### config.mk
export PLATFORM = sky130hd
export DESIGN_NAME = seg7_scan_capture
export DESIGN_NICKNAME = d
export VERILOG_FILES = /design/src/rtl/seg7_scan_capture.sv
export SDC_FILE = /design/constraint.sdc
export NUM_CORES = 1
export LEC_CHECK = 0
export ABC_CLOCK_PERIOD_IN_PS = 4540
export CAP_MARGIN = 10
export CORE_UTILIZATION = 50
export CTS_CLUSTER_SIZE = 40
export DETAILED_ROUTE_END_ITERATION = 10
export MAX_ROUTING_LAYER = met4
export PLACE_DENSITY = 0.7
export REMOVE_ABC_BUFFERS = 1
export SYNTH_ARGS = -nofsm -noshare
export SYNTH_HDL_FRONTEND = slang
export SYNTH_SLANG_ARGS = --single-unit
### constraint.sdc
create_clock -name CLK -period 4.54 [get_ports CLK]
set_clock_uncertainty 0.2 [all_clocks]
set_input_delay 0.681 -clock CLK [delete_from_list [all_inputs] [get_ports CLK]]
set_output_delay 0.681 -clock CLK [all_outputs]
set_load 0.01 [all_outputs]
### src/rtl/seg7_scan_capture.sv
// ---------------------------------------------------------------------------
// seg7_scan_capture
//
// Purpose:
//   Receive side of a multiplexed 4-digit 7-segment display bus. Watches the
//   segment lines and the active-low digit enables, waits for each digit's
//   pattern to settle, decodes the settled pattern back to BCD and publishes
//   one complete 4-digit frame per scan cycle.
//
// Parameters:
//   STABLE_CYCLES  consecutive identical {SEG,AN} samples needed before a
//                  digit is captured (2..255)
//   CNT_W          width of the stability counter
//
// Ports:
//   CLK          system clock, rising edge
//   RESETN       asynchronous active-low reset
//   SEG[6:0]     segment lines, active-high, SEG[6]=a .. SEG[0]=g
//   AN[3:0]      digit enables, active-low, one-hot (AN[i]=0 selects digit i)
//   DIGITS[15:0] last complete frame, digit i in [4i+3:4i]
//   BLANK[3:0]   digit i was captured with all segments off
//   SEG_ERR[3:0] digit i was captured with an unrecognised pattern
//   FRAME_VALID  one-cycle pulse when DIGITS/BLANK/SEG_ERR update
// ---------------------------------------------------------------------------
module seg7_scan_capture #(
    parameter int STABLE_CYCLES = 4,
    parameter int CNT_W         = 8
) (
    input  logic        CLK,
    input  logic        RESETN,
    input  logic [6:0]  SEG,
    input  logic [3:0]  AN,
    output logic [15:0] DIGITS,
    output logic [3:0]  BLANK,
    output logic [3:0]  SEG_ERR,
    output logic        FRAME_VALID
);

    // Counter value at which a dwell is considered settled.
    localparam logic [CNT_W-1:0] CNT_LAST = CNT_W'(STABLE_CYCLES - 1);

    logic [10:0]      w_newSample;
    logic [10:0]      r_prevSample;
    logic [CNT_W-1:0] r_stableCnt;
    logic [CNT_W-1:0] w_cntNext;
    logic             r_captured;
    logic             w_sampleMatch;

    logic             w_anValid;
    logic [1:0]       w_digitIdx;
    logic [3:0]       w_digitOneHot;
    logic             w_capture;

    logic [3:0]       w_decNibble;
    logic             w_decBlank;
    logic             w_decErr;

    logic [15:0]      r_stageDigits;
    logic [3:0]       r_stageBlank;
    logic [3:0]       r_stageErr;
    logic [3:0]       r_mask;
    logic             w_frameDone;

    logic [15:0]      r_digits;
    logic [3:0]       r_blank;
    logic [3:0]       r_segErr;
    logic             r_frameValid;

    assign w_newSample   = {SEG, AN};
    assign w_sampleMatch = (w_newSample == r_prevSample);
    assign w_frameDone   = (r_mask == 4'hF);

    // Stability counter: restarts on any change between consecutive samples
    // and saturates once the dwell is settled, so long dwells never wrap
    // around into a second capture.
    always_comb begin
        w_cntNext = '0;
        if (w_sampleMatch) begin
            if (r_stableCnt == CNT_LAST) begin
                w_cntNext = r_stableCnt;
            end else begin
                w_cntNext = r_stableCnt + 1'b1;
            end
        end
    end

    // Enable qualification: exactly one low bit selects a digit. The
    // blanking interval (all high) and multi-low patterns select nothing.
    always_comb begin
        w_anValid     = 1'b0;
        w_digitIdx    = 2'd0;
        w_digitOneHot = 4'h0;
        case (AN)
            4'b1110: begin w_anValid = 1'b1; w_digitIdx = 2'd0; w_digitOneHot = 4'b0001; end
            4'b1101: begin w_anValid = 1'b1; w_digitIdx = 2'd1; w_digitOneHot = 4'b0010; end
            4'b1011: begin w_anValid = 1'b1; w_digitIdx = 2'd2; w_digitOneHot = 4'b0100; end
            4'b0111: begin w_anValid = 1'b1; w_digitIdx = 2'd3; w_digitOneHot = 4'b1000; end
            default: begin w_anValid = 1'b0; end
        endcase
    end

    // A capture fires on the single edge where the counter first reaches
    // its settled value; the captured flag blocks repeats for the rest of
    // the dwell.
    assign w_capture = w_anValid && (w_cntNext == CNT_LAST) && !r_captured;

    // Segment pattern back to BCD. The settled sample equals the live input
    // whenever a capture fires, so the registered copy is decoded to keep
    // the input path short.
    always_comb begin
        w_decNibble = 4'hE;
        w_decBlank  = 1'b0;
        w_decErr    = 1'b0;
        case (r_prevSample[10:4])
            7'h7E:   w_decNibble = 4'd0;
            7'h30:   w_decNibble = 4'd1;
            7'h6D:   w_decNibble = 4'd2;
            7'h79:   w_decNibble = 4'd3;
            7'h33:   w_decNibble = 4'd4;
            7'h5B:   w_decNibble = 4'd5;
            7'h5F:   w_decNibble = 4'd6;
            7'h70:   w_decNibble = 4'd7;
            7'h7F:   w_decNibble = 4'd8;
            7'h7B:   w_decNibble = 4'd9;
            7'h00: begin
                w_decNibble = 4'hF;
                w_decBlank  = 1'b1;
            end
            default: begin
                w_decNibble = 4'hE;
                w_decErr    = 1'b1;
            end
        endcase
    end

    // Input sample register, stability counter and once-per-dwell flag.
    always_ff @(posedge CLK or negedge RESETN) begin
        if (!RESETN) begin
            r_prevSample <= '0;
            r_stableCnt  <= '0;
            r_captured   <= 1'b0;
        end else begin
            r_prevSample <= w_newSample;
            r_stableCnt  <= w_cntNext;
            if (!w_sampleMatch) begin
                r_captured <= 1'b0;
            end else if (w_capture) begin
                r_captured <= 1'b1;
            end
        end
    end

    // Staging entries: a capture always overwrites its digit, so a scan
    // restart or out-of-order scan simply refreshes the entry.
    always_ff @(posedge CLK or negedge RESETN) begin
        if (!RESETN) begin
            r_stageDigits <= '0;
            r_stageBlank  <= '0;
            r_stageErr    <= '0;
        end else if (w_capture) begin
            r_stageDigits[{w_digitIdx, 2'b00} +: 4] <= w_decNibble;
            r_stageBlank[w_digitIdx]                <= w_decBlank;
            r_stageErr[w_digitIdx]                  <= w_decErr;
        end
    end

    // Capture mask: collects one bit per digit seen this frame. When the
    // frame is published the mask restarts, but a capture landing on that
    // same edge already belongs to the next frame and keeps its bit.
    always_ff @(posedge CLK or negedge RESETN) begin
        if (!RESETN) begin
            r_mask <= 4'h0;
        end else if (w_frameDone) begin
            r_mask <= w_capture ? w_digitOneHot : 4'h0;
        end else if (w_capture) begin
            r_mask <= r_mask | w_digitOneHot;
        end
    end

    // Published frame: staging (as it stood before this edge's capture) is
    // copied out one edge after the mask fills; outputs hold otherwise.
    always_ff @(posedge CLK or negedge RESETN) begin
        if (!RESETN) begin
            r_digits     <= '0;
            r_blank      <= '0;
            r_segErr     <= '0;
            r_frameValid <= 1'b0;
        end else begin
            r_frameValid <= w_frameDone;
            if (w_frameDone) begin
                r_digits <= r_stageDigits;
                r_blank  <= r_stageBlank;
                r_segErr <= r_stageErr;
            end
        end
    end

    assign DIGITS      = r_digits;
    assign BLANK       = r_blank;
    assign SEG_ERR     = r_segErr;
    assign FRAME_VALID = r_frameValid;

endmodule

**Word-level counts from Yosys, hierarchy flattened**

Index checks and enable logic that the tools add are counted.

- Muxes and demuxes: 18
- Reduce and logical (&&, ||, !) cells: 8
- Multipliers: 0
- Eq/ne operators: 19
- Order comparisons: 2
- Shift-type cells: 2
- Bitwise logic cells: 1
- $add $sub $neg: 2
- Divide/modulo/power cells: 0

Operators by type and width:

| kind | number |
|---|---|
| equality test 7 bit (second input constant) | 8 |
| one-hot mux 4 bit (11 select lines) | 1 |
| bitwise mux 16 bit | 1 |
| equality test 4 bit (second input constant) | 4 |
| equality test 8 x 2 -> 1 bit (second input constant) | 2 |
| 2-to-1 mux 8 bit | 2 |
| one-hot mux 4 bit (4 select lines) | 1 |
| variable shift 4 x 6 -> 16 bit (first input constant) | 1 |
| indexed part select 4 x 6 -> 16 bit | 1 |
| equality test 7 x 6 -> 1 bit (second input constant) | 2 |
| 2-to-1 mux 4 bit | 3 |
| equality test 11 bit | 1 |
| OR reduction 11 bit | 1 |
| adder 8 x 1 -> 8 bit (second input constant) | 1 |
| bitwise mux 4 bit | 2 |
| zero test 7 bit | 1 |
| 2-to-1 mux 1 bit | 6 |
| negation 4 -> 6 bit | 1 |
| one-hot mux 2 bit (3 select lines) | 1 |
| equality test 4 x 3 -> 1 bit (second input constant) | 1 |
| OR 4 bit | 1 |
| OR reduction 4 bit | 1 |
| logical AND 1 bit | 3 |
| < comparator 2 x 3 -> 1 bit (second input constant) | 1 |
| 5 further kinds | 5 |

- Latch bits: 0
- Register bits after elaboration: 73
- Memories: 0
- Output and inout bits: 25
- ROM bits: 0
- Memory bits (writable): 0
- Bits of input ports: 13

**Logic depth before layout (Yosys ltp)**

Gate-level depths: netlist of run 1.

- Word-level depth: 8
- Gate-level depth with buffers: 9
- Gate-level depth less buffers: 8

**Least setup slack after synthesis of run 1**

OpenSTA, ideal clock, no wires.

- Kind: in2reg
- From: input port AN[3]
- To: register r_stageBlank[0]
- Cell stages on the path: 6
- Buffers on the path: 1
- Path slack: 2.030 ns
- Required time: 4.215 ns
- Data arrival time: 2.185 ns
- Cell sequence: buf_6 > xor2_1 > nor4_4 > and4b_4 > nand4_4 > mux2_4

- Longest elaborated chain between the ends: 7
- Elaborated cells on any way between the ends: 18
- Those cells by class: order compare: 2; eq/ne: 6; mux: 6; reduce/logical: 4

RTL lines:

| item | RTL line | RTL |
|---|---|---|
| start: declaration | 32 | `input logic [3:0] AN,` |
| equality test 4 x 3 -> 1 bit / equality test 4 bit (equally long branches) | 93 | `case (AN)` |
| one-hot mux 2 bit (3 select lines) | 93 |  |
| < comparator 2 x 3 -> 1 bit (implied by the code) / greater-or-equal comparator 2 x 1 -> 1 bit (equally long branches) | 162 | `r_stageBlank[w_digitIdx] <= w_decBlank;` |
| logical AND 1 bit (implied by the code) | 162 |  |
| 2-to-1 mux 1 bit (implied by the code) | 162 |  |
| demux 1 bit (select 2 bit) | 162 |  |
| bitwise mux 4 bit | 162 |  |
| end signal: indexed assignment | 162 |  |
| end: declaration | 59 | `logic [3:0] r_stageBlank;` |

Parallel ways exist; a longest one is shown, timed or not.
A chain may end at the register's enable or synchronous reset.

**Final worst setup path of run 1**

Same ends and word-level chain as after synthesis.

==> flow_summary_export.csv, run 1 <==
group,metric,value,unit
power,internal_power,889,uW
clock_tree,ctsResizeCount,0,
logic_synthesis,synthCells,331,
logic_synthesis,yosys_warnings,0,
timing,layout_min_cycle_time,2.99,ns
clock_tree,cts-root-buf,"clkbuf_8",
global_route,grt_overflow,0,
clock_tree,cts_max_path_buffers,2,
die,start_util,52.0,%
final_layout,fin_nets,385,
detailed_routing,detail_route.vias_per_cell,5.45,
detailed_routing,routedWlPerCell,15.3,um
die,die_h,86.0,um
global_route,grt_pass1_vias,2530,
clock_tree,cts_sinks,73,
global_route,antenna_found_initial,0,
detailed_routing,top_layer,"met4",
power,combinationalPowerShare,6.6,%
clock_tree,cts_buffers,9,
logic_synthesis,async_reset_ff_share,100,%
detailed_routing,drtAntennaViolNets,0,
critical_path,required,4.57,ns
die,die_x,86.0,um
power,switching_share,26.7,%
run,drv_cap,0,
power,seqPwrFrac,54.6,%
timing,hold_viol,0,
timing,min_period_over_period,65.9,%
die,io_pins,38,
place,dp_hpwl,4950,um
detailed_routing,vias,2550,
critical_path,cp_max_fo,9,
die,rows,30,
detailed_routing,drt_iter0_markers,99,
logic_synthesis,ys.flop_type,"dfrtp_1",
logic_synthesis,synth-seq-cells,73,
clock_tree,htree_levels,3,
die,coreArea,0.00679,sq mm
place,gp_congestion,0.815,
detailed_routing,route.met3.wl,307,um
global_route,grt_usage,22.3,%
power,p_leak,0.00192,uW
global_route,grt_pass1_wl,12300,um
clock_tree,clk_latency,0.35,ns
logic_synthesis,syn_avg_cell_area,10.7,sq um
logic_synthesis,seq_area_frac_synth,51.8,%
final_layout,drive_gt1_share,12.6,%
logic_synthesis,synth_edf_count,0,
critical_path,critPathArrivalTime,3.03,ns
final_layout,layout.cells.non_filler,468,
critical_path,startpoint_type,"input port",
detailed_routing,dr.pass1.iters,4,
detailed_routing,wl,7140,um
place,portBuffers,37,
global_route,grt_max_degree,47,
power,switchingPower,324,uW
clock_tree,hold_buffers,0,
critical_path,worst_setup_path_end_kind,"flip-flop",
timing,tightest_slew,1.05,ns
die,die_area,0.00740,sq mm
place,dp.cells,452,
power,power_density,292,mW/mm^2
power,peakVddDrop,0.162,mV
status,status,"finished, final reports clean",
critical_path,path_class,"input port to flip-flop",
final_layout,diodes,0,
final_layout,synthToLayoutAreaGrowth,17.6,%
logic_synthesis,syn_area,0.00353,sq mm
worst_hold_path,min_path_type,"flip-flop to flip-flop",
timing,slew_headroom,29.9,%
timing,setup_violations,0,
detailed_routing,wl_met1,3340,um
clock_tree,clk_pin_slew,0.08,ns
clock_tree,cts_tree,"done",
clock_tree,cts_setup_buffers,0,
timing,slew_viol_final,0,
timing,setup_tns,0,ns
detailed_routing,wl_met2,3320,um
timing,clock.fmax,0.334,GHz
power,p_clk_share,38.8,%
detailed_routing,route.detailed.drc,0,
logic_synthesis,synth.distinct_cells,47,
timing,rsz0062_at_grt,"false",
power groups by stage:
stage / logic [uW] / registers (uW) / clock network [uW]
6_report: 80.1 / 662 / 471
5_1_grt: 88.4 / 663 / 510
4_1_cts: 81.1 / 662 / 480
3_5_place_dp: 80.6 / 675 / 0
3_3_place_gp: 78.9 / 675 / 0
2_1_floorplan: 42.1 / 673 / 0
worst max-delay path: stages:
cell and delay [ns]:
clkdlybuf4s50_1 0.66, xor2_1 0.19, nor4_4 0.51, and4b_4 0.42, nand4_4 0.20, mux2_4 0.35
logic make-up (layout without fill, tap and decap cells):
group | Yosys count | count (layout) | share of synthesized area (%)
AO/OA/AOI/OAI | 51 | 51 | 10.6
XOR/XNOR | 21 | 21 | 5.21
adder cells (fa/ha/maj) | 5 | 5 | 1.77
buffers and inverters | 19 | 60 | 2.34
flip-flops | 73 | 73 | 51.8
multiplexers | 13 | 13 | 5.42
AND/OR/NAND/NOR | 149 | 149 | 22.9
flip-flops by register name (all words and copies together), names as in the netlist, 8 cells and up:
signal,cells
DIGITS,16
r_stageDigits,16
r_prevSample,11
r_stableCnt,8
layer usage:
layer,up-vias,GRT usage [%]
met5,-,-
met4,0,11.7
met3,14,4.52
met2,65,33.8
met1,1242,28.4
li1,1229,-
cell usage in the layout (no fill, tap or decap), types with 4 or more instances in the layout:
cell | netlist | layout
o31ai_1 | 26 | 26
nand2_1 | 82 | 82
clkbuf_8 | 0 | 9
nand4_4 | 4 | 4
xor2_1 | 17 | 17
mux2_4 | 12 | 12
nand3_1 | 9 | 9
xnor2_1 | 4 | 4
inv_1 | 4 | 4
ha_1 | 5 | 5
a21oi_1 | 6 | 6
nor2b_1 | 5 | 5
nor2_1 | 14 | 14
dfrtp_1 | 73 | 73
nand4_1 | 8 | 8
nand2b_1 | 4 | 4
o21ai_0 | 5 | 5
clkdlybuf4s50_1 | 0 | 36
per-stage QoR:
stage	cell area, sq um	power [uW]	util [%]	hold WS (ns)	setup slack (ns)
floorplan	3470	715	-	0.185	2.13
global placement	3970	753	58.4	0.257	1.28
detailed placement	3970	755	58.4	0.262	1.22
CTS	4150	1220	61.1	0.282	1.58
global route	4150	1260	61.1	0.305	1.49
finish	4150	1210	61.1	0.275	1.55
cell type report:
cell class / instances / area, sq um
Fill cell: 570 / 2640
Sequential cell: 73 / 1830
Multi-Input combinational cell: 239 / 1620
Timing Repair Buffer: 39 / 380
Clock buffer: 9 / 124
Tap cell: 96 / 120
Clock inverter: 7 / 60.1
Inverter: 5 / 18.8
cells in the mapped netlist (all sizes together), types with 2 or more instances:
master,instances,area (sq um)
and4b,2,23.8
and3,2,12.5
xnor2,4,35.0
nor4,3,55.1
ha,5,62.6
o21ai,5,25.0
nand2,82,308
o31ai,27,216
nor3,4,25.0
or3,2,12.5
inv,5,18.8
dfrtp,73,1830
mux2,13,191
a31oi,2,12.5
nor2,14,52.6
a21oi,6,30.0
nand3b,2,15.0
a21o,3,22.5
nand4b,2,17.5
clkbuf,10,37.5
nor2b,5,31.3
nand4,12,135
nand3,9,45.0
nor4b,2,17.5
xor2,17,149
buf,4,26.3
nand2b,4,25.0
worst paths after layout:
kind | slack [ns] | startpoint | to | cells after the start
min in group asynchronous | 0.31 | RESETN | DIGITS[12] | 1
worst min register to register | 0.28 | BLANK[3] | BLANK[3] | 2
worst max-delay path | 1.55 | AN[3] | r_stageBlank[0] | 6
max in group asynchronous | 2.87 | RESETN | r_stableCnt[5] | 2
worst min-delay path | 0.28 | BLANK[3] | BLANK[3] | 2
worst max register to register | 1.93 | r_stableCnt[0] | r_stageDigits[6] | 6
Power figures use the tool's default switching activity.
==> run 2: changes to the inputs <==
- ABC_CLOCK_PERIOD_IN_PS: 4540 -> 2640
- PLACE_DENSITY: 0.7 -> 0.73
- clock period: 4.54 -> 2.64 ns (I/O delays scaled with it)
==> run 2 against run 1 <==
Effect of this change: global-route usage decreased by 0.53 points; first-iteration DRC count rose by 94%; largest power group unchanged; setup slack lost 1.4 ns; highest routed layer unchanged; non-clock buffer count increased by 21; routed wire length fell by 0.69%; die area unchanged; combinational power is 110% higher; sequential share of layout area down 1.9 points; sequential power grew 72%; critical path depth grew 3; core utilization is 2.7 points higher; largest cell class unchanged.
==> flow_summary_export.csv, run 2 (same netlist as run 1, synthesis figures left out) <==
group,metric,value,unit
critical_path,rrSetupSlack,0.28,ns
global_route,grt_overflow,0,
final_layout,diodes,0,
global_route,grt_usage,21.8,%
die,die_area,0.00740,sq mm
detailed_routing,dr.pass1.iters,4,
worst_hold_path,hold_start,"DIGITS[7]",
place,dp_hpwl,4980,um
detailed_routing,drtAntennaViolNets,0,
clock_tree,clk_latency,0.35,ns
detailed_routing,vias,2613,
clock_tree,cts_buffers,9,
critical_path,worst_setup_path_end_kind,"flip-flop",
final_layout,fin_nets,406,
die,rows,30,
final_layout,synthToLayoutAreaGrowth,22.9,%
clock_tree,cts_max_path_buffers,2,
critical_path,path_class,"input port to flip-flop",
power,peakVddDrop,0.345,mV
detailed_routing,route.detailed.drc,0,
place,gp_congestion,0.947,
die,io_pins,38,
detailed_routing,routedWlPerCell,14.5,um
final_layout,drive_gt1_share,17.3,%
timing,holdWs,0.272,ns
timing,hold_viol,0,
detailed_routing,detail_route.vias_per_cell,5.34,
detailed_routing,wl,7090,um
timing,layout_min_cycle_time,2.46,ns
global_route,antenna_found_initial,0,
timing,rsz0062_at_grt,"false",
final_layout,final_cell_mix,"nand2_1, dfrtp_1, clkdlybuf4s50_1, o31ai_1, buf_4",
critical_path,rr_worst_depth,6,
timing,min_period_over_period,93.1,%
global_route,grt_max_degree,74,
critical_path,required,2.66,ns
detailed_routing,drt_iter0_markers,192,
critical_path,startpoint_type,"input port",
critical_path,critPathArrivalTime,2.48,ns
global_route,grt_pass1_vias,2555,
critical_path,r2r-start,"r_stableCnt[0]",
clock_tree,cts_setup_buffers,0,
timing,tightest_slew,0.629,ns
die,start_util,52.0,%
clock_tree,cts_sinks,73,
die,die_x,86.0,um
clock_tree,cts-root-buf,"clkbuf_8",
place,dp.cells,472,
power,power_density,486,mW/mm^2
clock_tree,htree_levels,3,
worst_hold_path,whs_path_depth,2,
timing,slew_headroom,57.8,%
clock_tree,cts_tree,"done",
worst_hold_path,min_path_type,"flip-flop to flip-flop",
critical_path,timing.rr.end,"r_stageDigits[9]",
timing,slew_viol_final,0,
final_layout,post-route-util,63.8,%
die,die_h,86.0,um
place,placed_area,0.00414,sq mm
timing,setup_violations,0,
critical_path,cp_max_fo,9,
run,drv_cap,0,
place,portBuffers,37,
status,status,"finished, final reports clean",
global_route,grt_pass1_wl,12200,um
final_layout,final_common_cell,"nand2_1",
power,p_leak,0.00204,uW
die,coreArea,0.00679,sq mm
worst_hold_path,whs_endpoint,"DIGITS[7]",
final_layout,fin_area,0.00434,sq mm
final_layout,layout.cells.non_filler,489,
timing,clock.fmax,0.407,GHz
clock_tree,clk_pin_slew,0.08,ns
==> run 2: changes by cell type in the layout (fill, tap and decap cells not counted), moves of 2 or more <==
cell,delta
buf_4,+18
buf_12,+2
clkinv_2,+2
inv_6,-2
==> run 2: metal layers <==
layer	up-vias	part of all wire, %	track usage, %
li1	1275	-	-
met1	1260	48	29.6
met2	63	46	32.9
met3	15	3.3	3.08
met4	0	2.1	9.24
met5	-	0	-
==> run 2: through the flow <==
step                      power, uW  TNS, ns  setup slack, ns
after floorplan                1230        0            0.293
after global placement         1320   -0.811          -0.0631
after detailed placement       1330    -1.88           -0.144
after CTS                      2120        0            0.173
after global routing           2190        0           0.0598
final                          2110        0            0.181
==> run 2: power by group <==
group / leakage [uW] / internal [uW] / switching [uW]
clock network: 0.0000887 / 368 / 433
logic: 0.000953 / 72.0 / 95.3
registers: 0.000995 / 1130 / 12.9
total: 0.00204 / 1570 / 541
==> run 2: cell type report <==
class / count / area [sq um]
clock buffers: 10 / 138
clock inverters: 6 / 42.5
fillers: 581 / 2460
inverters: 5 / 18.8
multi-input cells: 239 / 1630
flip-flops and latches: 73 / 1830
well taps: 96 / 120
repair buffers: 60 / 566
==> run 2: how the worst max path moves through the flow <==
stage | start | endpoint | slack (ns) | depth (start not counted)
finish | AN[3] | r_stageDigits[9] | 0.18 | 9
global route | AN[3] | r_stageDigits[9] | 0.06 | 9
CTS | r_stableCnt[0] | r_stageDigits[8] | 0.17 | 7
detailed placement | AN[3] | r_stageDigits[9] | -0.14 | 9
global placement | AN[3] | r_stageDigits[4] | -0.06 | 7
floorplan | r_stableCnt[0] | r_stageBlank[0] | 0.29 | 6
==> run 2: repair_timing <==
action / in CTS / in global routing
setup endpoints to repair: 0 / 3
resized for setup: 0 / 1
hold buffers: 1 / 0
endpoints found under the hold margin: 73 / 0
==> run 2: critical path, stage by stage <==
cell and delay, ns:
clkdlybuf4s50_1 0.57, xor2_1 0.22, nand3_1 0.14, buf_4 0.16, ha_1 0.21, nor2b_1 0.17
nand4_1 0.19, o31ai_1 0.30, o31ai_1 0.12
